[config.mk]
export PLATFORM = sky130hd
export DESIGN_NAME = sram_arbiter
export DESIGN_NICKNAME = d
export VERILOG_FILES = /design/src/rtl/sram_arbiter.sv
export SDC_FILE = /design/constraint.sdc
export NUM_CORES = 1
export LEC_CHECK = 0
export CORE_MARGIN = 1.5
export CORE_UTILIZATION = 43
export CTS_BUF_LIST = sky130_fd_sc_hd__clkbuf_8
export CTS_CLUSTER_SIZE = 20
export DETAILED_ROUTE_END_ITERATION = 10
export PLACE_DENSITY_LB_ADDON = 0.1
export SLEW_MARGIN = 10
export SYNTH_ARGS = -nofsm -noshare
export SYNTH_HDL_FRONTEND = slang
export SYNTH_SLANG_ARGS = --single-unit
[constraint.sdc]
create_clock -name CLK -period 3.1 [get_ports CLK]
set_clock_uncertainty 0.1 [all_clocks]
set_input_delay 0.775 -clock CLK [delete_from_list [all_inputs] [get_ports CLK]]
set_output_delay 0.775 -clock CLK [all_outputs]
set_load 0.05 [all_outputs]
[src/rtl/sram_arbiter.sv]
// -----------------------------------------------------------------------------
// sram_arbiter
//
// Two-port arbiter and timing sequencer for one external 16-bit asynchronous
// SRAM. Port A (CPU) and port B (GPU) requests are serialised into strobed
// SRAM cycles: IDLE -> SETUP -> ACCESS (WAIT_STATES cycles) -> DONE -> IDLE.
// Every pin-level output, ack and rdata is driven straight from a flop.
//
// Parameters:
//   WAIT_STATES   number of ACCESS cycles per transfer (legal 1..15)
//
// Build option:
//   SRAM_ARB_RR_EN  defined   -> round-robin between A and B on a tie
//                   undefined -> fixed priority, A over B
//
// Ports:
//   CLK, RST_N              clock, asynchronous active-low reset
//   a_req/a_we/a_addr/
//   a_wdata/a_be            port A request (held until a_ack)
//   a_ack, a_rdata          port A one-cycle completion pulse, read data
//   b_*                     port B, same meaning as port A
//   busy                    high whenever the FSM is not in IDLE
//   sram_addr, sram_dout,
//   sram_dout_en, sram_din  SRAM address, write data, drive enable, read data
//   CE_N/OE_N/WR_N/UB_N/LB_N active-low SRAM strobes
// -----------------------------------------------------------------------------
module sram_arbiter #(
  parameter int WAIT_STATES = 1
) (
  input  logic        CLK,
  input  logic        RST_N,
  input  logic        a_req,
  input  logic        a_we,
  input  logic [15:0] a_addr,
  input  logic [15:0] a_wdata,
  input  logic [1:0]  a_be,
  output logic        a_ack,
  output logic [15:0] a_rdata,
  input  logic        b_req,
  input  logic        b_we,
  input  logic [15:0] b_addr,
  input  logic [15:0] b_wdata,
  input  logic [1:0]  b_be,
  output logic        b_ack,
  output logic [15:0] b_rdata,
  output logic        busy,
  output logic [15:0] sram_addr,
  output logic [15:0] sram_dout,
  output logic        sram_dout_en,
  input  logic [15:0] sram_din,
  output logic        CE_N,
  output logic        OE_N,
  output logic        WR_N,
  output logic        UB_N,
  output logic        LB_N
);

  localparam logic [1:0] ST_IDLE   = 2'd0;
  localparam logic [1:0] ST_SETUP  = 2'd1;
  localparam logic [1:0] ST_ACCESS = 2'd2;
  localparam logic [1:0] ST_DONE   = 2'd3;

  // The ACCESS counter is loaded with WAIT_STATES-1 and the phase ends at 0.
  localparam logic [3:0] ACC_LAST = 4'(WAIT_STATES - 1);

  logic [1:0]  state_q, state_d;
  logic [3:0]  cnt_q, cnt_d;
  logic        we_q, we_d;
  logic        grant_b_q, grant_b_d;   // 1: port B owns the current cycle
  logic [15:0] addr_q, addr_d;
  logic [15:0] dout_q, dout_d;
  logic        dout_en_q, dout_en_d;
  logic        ce_n_q, ce_n_d;
  logic        oe_n_q, oe_n_d;
  logic        wr_n_q, wr_n_d;
  logic        ub_n_q, ub_n_d;
  logic        lb_n_q, lb_n_d;
  logic        a_ack_q, a_ack_d;
  logic        b_ack_q, b_ack_d;
  logic [15:0] a_rdata_q, a_rdata_d;
  logic [15:0] b_rdata_q, b_rdata_d;
  logic        busy_q, busy_d;

`ifdef SRAM_ARB_RR_EN
  logic        last_grant_q, last_grant_d;  // 1: B won the previous grant
`endif

  logic        pick_b_s;
  logic        win_we_s;
  logic [15:0] win_addr_s;
  logic [15:0] win_wdata_s;
  logic [1:0]  win_be_s;

  // Arbitration: decide which port would win if the FSM accepts now
  always_comb begin
    pick_b_s = 1'b0;
    if (a_req && b_req) begin
`ifdef SRAM_ARB_RR_EN
      pick_b_s = ~last_grant_q;
`else
      pick_b_s = 1'b0;
`endif
    end else if (b_req) begin
      pick_b_s = 1'b1;
    end else begin
      pick_b_s = 1'b0;
    end
  end

  assign win_we_s    = pick_b_s ? b_we    : a_we;
  assign win_addr_s  = pick_b_s ? b_addr  : a_addr;
  assign win_wdata_s = pick_b_s ? b_wdata : a_wdata;
  assign win_be_s    = pick_b_s ? b_be    : a_be;

  // Next-state logic; pin values are computed for the coming state so they
  // leave the flops already aligned with it
  always_comb begin
    state_d   = state_q;
    cnt_d     = cnt_q;
    we_d      = we_q;
    grant_b_d = grant_b_q;
    addr_d    = addr_q;
    dout_d    = dout_q;
    dout_en_d = dout_en_q;
    ce_n_d    = ce_n_q;
    oe_n_d    = oe_n_q;
    wr_n_d    = wr_n_q;
    ub_n_d    = ub_n_q;
    lb_n_d    = lb_n_q;
    a_ack_d   = 1'b0;
    b_ack_d   = 1'b0;
    a_rdata_d = a_rdata_q;
    b_rdata_d = b_rdata_q;
`ifdef SRAM_ARB_RR_EN
    last_grant_d = last_grant_q;
`endif

    case (state_q)
      ST_IDLE: begin
        if (a_req || b_req) begin
          state_d   = ST_SETUP;
          we_d      = win_we_s;
          grant_b_d = pick_b_s;
          addr_d    = win_addr_s;
          dout_d    = win_we_s ? win_wdata_s : dout_q;
          dout_en_d = win_we_s;
          ce_n_d    = 1'b0;
          oe_n_d    = win_we_s;      // reads enable the output buffer in SETUP
          wr_n_d    = 1'b1;
          ub_n_d    = ~win_be_s[1];
          lb_n_d    = ~win_be_s[0];
`ifdef SRAM_ARB_RR_EN
          last_grant_d = pick_b_s;
`endif
        end else begin
          state_d = ST_IDLE;
        end
      end

      ST_SETUP: begin
        state_d = ST_ACCESS;
        cnt_d   = ACC_LAST;
        oe_n_d  = we_q;
        wr_n_d  = ~we_q;
      end

      ST_ACCESS: begin
        if (cnt_q == 4'd0) begin
          state_d = ST_DONE;
          ce_n_d  = 1'b1;
          oe_n_d  = 1'b1;
          wr_n_d  = 1'b1;
          ub_n_d  = 1'b1;
          lb_n_d  = 1'b1;
          // Reads capture all 16 bits regardless of byte enables
          if (!we_q && grant_b_q) begin
            b_rdata_d = sram_din;
          end else if (!we_q) begin
            a_rdata_d = sram_din;
          end else begin
            a_rdata_d = a_rdata_q;
          end
          a_ack_d = ~grant_b_q;
          b_ack_d = grant_b_q;
        end else begin
          cnt_d = cnt_q - 4'd1;
        end
      end

      ST_DONE: begin
        // Address and write data were held through this cycle; release now
        state_d   = ST_IDLE;
        dout_en_d = 1'b0;
      end

      default: begin
        state_d   = ST_IDLE;
        dout_en_d = 1'b0;
        ce_n_d    = 1'b1;
        oe_n_d    = 1'b1;
        wr_n_d    = 1'b1;
        ub_n_d    = 1'b1;
        lb_n_d    = 1'b1;
      end
    endcase

    busy_d = (state_d != ST_IDLE);
  end

  // State, datapath and pin registers; RST_N clears everything immediately
  always_ff @(posedge CLK or negedge RST_N) begin
    if (!RST_N) begin
      state_q   <= ST_IDLE;
      cnt_q     <= 4'd0;
      we_q      <= 1'b0;
      grant_b_q <= 1'b0;
      addr_q    <= 16'h0000;
      dout_q    <= 16'h0000;
      dout_en_q <= 1'b0;
      ce_n_q    <= 1'b1;
      oe_n_q    <= 1'b1;
      wr_n_q    <= 1'b1;
      ub_n_q    <= 1'b1;
      lb_n_q    <= 1'b1;
      a_ack_q   <= 1'b0;
      b_ack_q   <= 1'b0;
      a_rdata_q <= 16'h0000;
      b_rdata_q <= 16'h0000;
      busy_q    <= 1'b0;
    end else begin
      state_q   <= state_d;
      cnt_q     <= cnt_d;
      we_q      <= we_d;
      grant_b_q <= grant_b_d;
      addr_q    <= addr_d;
      dout_q    <= dout_d;
      dout_en_q <= dout_en_d;
      ce_n_q    <= ce_n_d;
      oe_n_q    <= oe_n_d;
      wr_n_q    <= wr_n_d;
      ub_n_q    <= ub_n_d;
      lb_n_q    <= lb_n_d;
      a_ack_q   <= a_ack_d;
      b_ack_q   <= b_ack_d;
      a_rdata_q <= a_rdata_d;
      b_rdata_q <= b_rdata_d;
      busy_q    <= busy_d;
    end
  end

`ifdef SRAM_ARB_RR_EN
  // Round-robin history; resets to B so A wins the first tie
  always_ff @(posedge CLK or negedge RST_N) begin
    if (!RST_N) begin
      last_grant_q <= 1'b1;
    end else begin
      last_grant_q <= last_grant_d;
    end
  end
`endif

  assign a_ack        = a_ack_q;
  assign b_ack        = b_ack_q;
  assign a_rdata      = a_rdata_q;
  assign b_rdata      = b_rdata_q;
  assign busy         = busy_q;
  assign sram_addr    = addr_q;
  assign sram_dout    = dout_q;
  assign sram_dout_en = dout_en_q;
  assign CE_N         = ce_n_q;
  assign OE_N         = oe_n_q;
  assign WR_N         = wr_n_q;
  assign UB_N         = ub_n_q;
  assign LB_N         = lb_n_q;

endmodule

# == Word level (Yosys, flattened, before mapping) ==
# Cells that the tools add are included.
# totals
reg_bits,81
out_inout_bits,73
elab_cells,75
# classes
addsub,1
n_eq_ne,6
muxes,27
n_bitwise,5
reduce_logical,19
# op_table
operator,n
16-bit two-way mux,2
1-bit two-way mux,14
3-bit AND reduction,4
1-bit one-hot mux with 2 select lines,4
2-bit one-hot mux with 4 select lines,1
4-bit one-hot mux with 2 select lines,1
2-bit nonzero test,4
"2-bit inequality test, second input constant",3
1-bit one-hot mux with 3 select lines,2
2-bit AND reduction,3
1-bit NOT,5
"2-bit == test, second input constant",2
4-bit logical NOT,1
2-bit two-way mux,2
4-bit two-way mux,1
4-bit AND reduction,1
"4-bit by 1-bit subtractor with 4-bit output, second input constant",1
3-bit nonzero test,1
"2-bit by 1-bit == test with 1-bit output, second input constant",1
1-bit logical AND,2
2-bit logical NOT,1
1-bit logical NOT,1
1-bit logical OR,1

# == Logic depth before layout (Yosys ltp) ==
# depth
depth_word,6
ltp_mapped,8
mapped_depth_nobuf,6

# == Worst setup path before layout ==
# OpenSTA, ideal clock, no wires.
# synth_path
path_kind,register -> register
startpoint,reg cnt_q[0]
endpoint,"reg a_rdata_q[10], in the netlist a_rdata[10]"
setup_time_ps,125
arrival_ps,1930
path_slack_ps,944
stages_incl_launch_ff,9
period_less_slack_ps,2156
path_cell_list,dfrtp_1 > inv_1 > ha_1 > nand2b_4 > or3b_1 > or3_1 > buf_6 > buf_12 > mux2_4
# synth_via
elab_chain_len,2
# synth_rtl
element,line,source
"start, declared",67,"logic [3:0] cnt_q, cnt_d;"
"start signal, assigned",232,cnt_q <= cnt_d;
4-bit logical NOT,168,if (cnt_q == 4'd0) begin
4-bit AND reduction (no source line),-,
"end signal, assigned",245,a_rdata_q <= a_rdata_d;
"end, declared",80,"logic [15:0] a_rdata_q, a_rdata_d;"
# No other way between the ends.
# A chain may end at the register's enable or synchronous reset.

# == Worst setup path after layout ==
# layout_path
startpoint,reg state_q[0]
endpoint,"reg a_rdata_q[10], in the netlist a_rdata[10]"
# layout_via
elab_chain_len,2
# layout_rtl
element,line,source
"start, declared",66,"logic [1:0] state_q, state_d;"
"start signal, assigned",231,state_q <= state_d;
2-bit == test,138,case (state_q)
4-bit AND reduction (no source line),-,
# No other way between the ends.

==> results.sh <==
export IMPL_gp_congestion=0.775
export IMPL_stdcell_area_um2=5530
export IMPL_min_delay_path_class="reg -> reg"
export IMPL_io_pins=163
export IMPL_clock_latency_ns=0.34
export IMPL_seqPwrFrac_pct=28.3
export IMPL_cts_tree="done"
export IMPL_hold_ws_ns=0.385
export IMPL_grt_ovfl_total=0
export IMPL_postSynthCellCount=293
export IMPL_finalMaxSlewViolations=0
export IMPL_synth_edff_count=0
export IMPL_ant_nets=0
export IMPL_synth_fp_nets=389
export IMPL_grtUsageTotal_pct=20.4
export IMPL_final_common_cell="clkdlybuf4s50_1"
export IMPL_fin_ws_ns=0.414
export IMPL_fillers=646
export IMPL_path_max_fanout=16
export IMPL_switching_share_pct=46.3
export IMPL_antenna_found_initial=0
export IMPL_nNetsFinal=550
export IMPL_p_comb_share_pct=57.4
export IMPL_diodes=0
export IMPL_worst_path_max_delay_cell="or3_1"
export IMPL_min_period_ns=2.69
export IMPL_dominantRegCellSynth="dfrtp_1"
export IMPL_max_slew_margin_rel_pct=32.3
export IMPL_clockBufferDepth=2
export IMPL_yosysSeqAreaShare_pct=56.8
export IMPL_start_kind="register"
export IMPL_start_util_pct=44.0
export IMPL_required_ns=3.22
export IMPL_grt_setup_unrepaired="no"
export IMPL_dp_slack_ns=0.412
export IMPL_p_leak_nw=2.51
export IMPL_p_switching_mw=3.01
export IMPL_via_count=2804
export IMPL_timing_final_crit_share_pct=86.6
export IMPL_async_reset_ff_share_pct=100
export IMPL_power_frac_clock_pct=14.3
export IMPL_cp_arrival_ns=2.81
export IMPL_maxCapViolCount=0
export IMPL_setup_violations=0
export IMPL_ys_types=36
export IMPL_drtPass1Iterations=4
export IMPL_cts_buffers=9
export IMPL_drtIter0Drc=49
export IMPL_vias_per_cell=4.97
export IMPL_worst_path_largest_cell_delay_ns=0.70
export IMPL_route_detailed_drc=0
export IMPL_clk_pin_slew_ns=0.07
export IMPL_ctsResizeCount=0
export IMPL_dpl_cell_area_um2=5290
export IMPL_crit_buf_inv=1
export IMPL_endpoint_kind="register"
export IMPL_cts_sinks=81
export IMPL_layout_drive_gt1_share_pct=14.4
export IMPL_grt_pass1_wl_mm=13.7
export IMPL_die_x_um=94.2
export IMPL_synth_area_um2=3580
export IMPL_most_common_layout_cells="161 x clkdlybuf4s50_1, 76 x dfrtp_1, 36 x o21ai_0"
export IMPL_fin_setup_tns_ns=0
export IMPL_p_per_area_nw_per_um2=1170
export IMPL_p_int_mw=3.49
export IMPL_syn_area_per_cell_um2=12.2
export IMPL_path_cells="inv_1 > ha_1 > or3b_1 > or3_1 > mux2_4"
export IMPL_max_freq_ghz=0.372
export IMPL_die_h_um=94.2
export IMPL_finalHoldViolCount=0
export IMPL_fp_coreArea_um2=8130
export IMPL_grt_max_degree=82
export IMPL_utilization_pct=68.0
export IMPL_yosysWarningCount=0
export IMPL_htree_levels=3
export IMPL_hpwl_mm=6.33
export IMPL_grt_pass1_vias=2813
export IMPL_clock_tree_root_cell="clkbuf_8"
export IMPL_tightest_slew_ns=1.02
export IMPL_crit_type="reg -> reg"
export IMPL_peakVddDrop_uv=550
export IMPL_port_buffers=162
export IMPL_status="completed"
export IMPL_area_growth_pct=54.7
export IMPL_ys_ff_latch=81
export IMPL_cts_hold_buf=0
export IMPL_wl_per_cell_um=15.4
export IMPL_die_area_um2=8880
export IMPL_critPathTopFamily="simple AND/OR/NAND/NOR gates"
export IMPL_routed_wirelength_mm=8.67
export IMPL_post_cts_buffers=0
export IMPL_placementRows=33
==> final cells by class <==
class                           count  area, um2  area share [%]
Clock buffer                       10        138            2.49
Inverter                            5       18.8           0.339
Sequential cell                    81       2030            36.7
Clock inverter                      6        105            1.90
Tap cell                          105        131            2.37
Timing Repair Buffer              166       1660            30.0
Multi-Input combinational cell    191       1450            26.1
==> per-layer routing <==
metal | track usage [%] | part of all wire [%]
met1 | 22.8 | 39
met2 | 34.2 | 51
met3 | 7.28 | 8.7
met4 | 10.1 | 2.0
met5 | 0 | 0
==> path summary, 6_finish.rpt <==
check | start | to | slack, ns | cells past startpoint
worst max register to register | state_q[0]$_DFF_PN0_ | a_rdata[10]$_DFFE_PN0P_ | 0.41 | 5
worst min-delay path | sram_dout[13]$_DFFE_PN0P_ | sram_dout[13]$_DFFE_PN0P_ | 0.39 | 2
min in group asynchronous | RST_N | b_rdata[8]$_DFFE_PN0P_ | 0.49 | 1
worst max-delay path | state_q[0]$_DFF_PN0_ | a_rdata[10]$_DFFE_PN0P_ | 0.41 | 5
max in group asynchronous | RST_N | we_q$_DFFE_PN0P_ | 1.74 | 1
worst min register to register | sram_dout[13]$_DFFE_PN0P_ | sram_dout[13]$_DFFE_PN0P_ | 0.39 | 2
==> synth_stat cells, drive strengths merged, types with 3 or more instances <==
cell type / instances / area, um2
inv: 5 / 18.8
and2: 3 / 18.8
mux2: 33 / 409
dfrtp: 76 / 1900
buf: 7 / 56.3
nand2b: 3 / 26.3
ha: 6 / 75.1
a21oi: 10 / 50.1
o21ai: 39 / 195
mux2i: 34 / 340
a22o: 3 / 27.5
nor2: 6 / 22.5
clkbuf: 9 / 33.8
nand2: 35 / 131
dfstp: 5 / 131
==> state kept, by name, summed over array words and instances (netlist names) <==
register / flops
CE_N: 1
LB_N: 1
OE_N: 1
UB_N: 1
WR_N: 1
a_ack: 1
a_rdata: 16
b_ack: 1
b_rdata: 16
busy: 1
cnt_q: 4
grant_b_q: 1
sram_addr: 16
sram_dout: 16
sram_dout_en: 1
state_q: 2
we_q: 1
==> worst register-to-register path: stages, from the launching register on <==
cell and delay, ns:
dfrtp_1 0.41, inv_1 0.12, ha_1 0.38, or3b_1 0.41, or3_1 0.70, mux2_4 0.45
==> cells by family (layout without fill, tap and decap cells) <==
family                   count (synthesis)  after routing  synth area share [%]
AO/OA/AOI/OAI                           59             59                  9.09
adder cells (fa/ha/maj)                  6              6                  2.10
buffers and inverters                   21            187                  3.04
flip-flops                              81             81                  56.8
multiplexers                            67             67                  20.9
AND/OR/NAND/NOR                         59             59                  8.01
==> per-stage QoR <==
| step | std cells | total power [mW] |
|---|---|---|
| final | 564 | 6.49 |
| after global routing | 564 | 6.82 |
| after CTS | 564 | 6.56 |
| after detailed placement | 548 | 5.61 |
| after global placement | 548 | 5.55 |
| after floorplan | 293 | 4.32 |
==> power groups by stage <==
stage          combinational (mW)  sequential, mW  clock (mW)
3_5_place_dp                 3.76            1.86           0
6_report                     3.73            1.84       0.926
4_1_cts                      3.77            1.84       0.951
2_1_floorplan               0.885            3.44           0
5_1_grt                      3.93            1.90       0.997
3_3_place_gp                 3.71            1.83           0
Note: power is estimated with default switching activity, not from simulation.
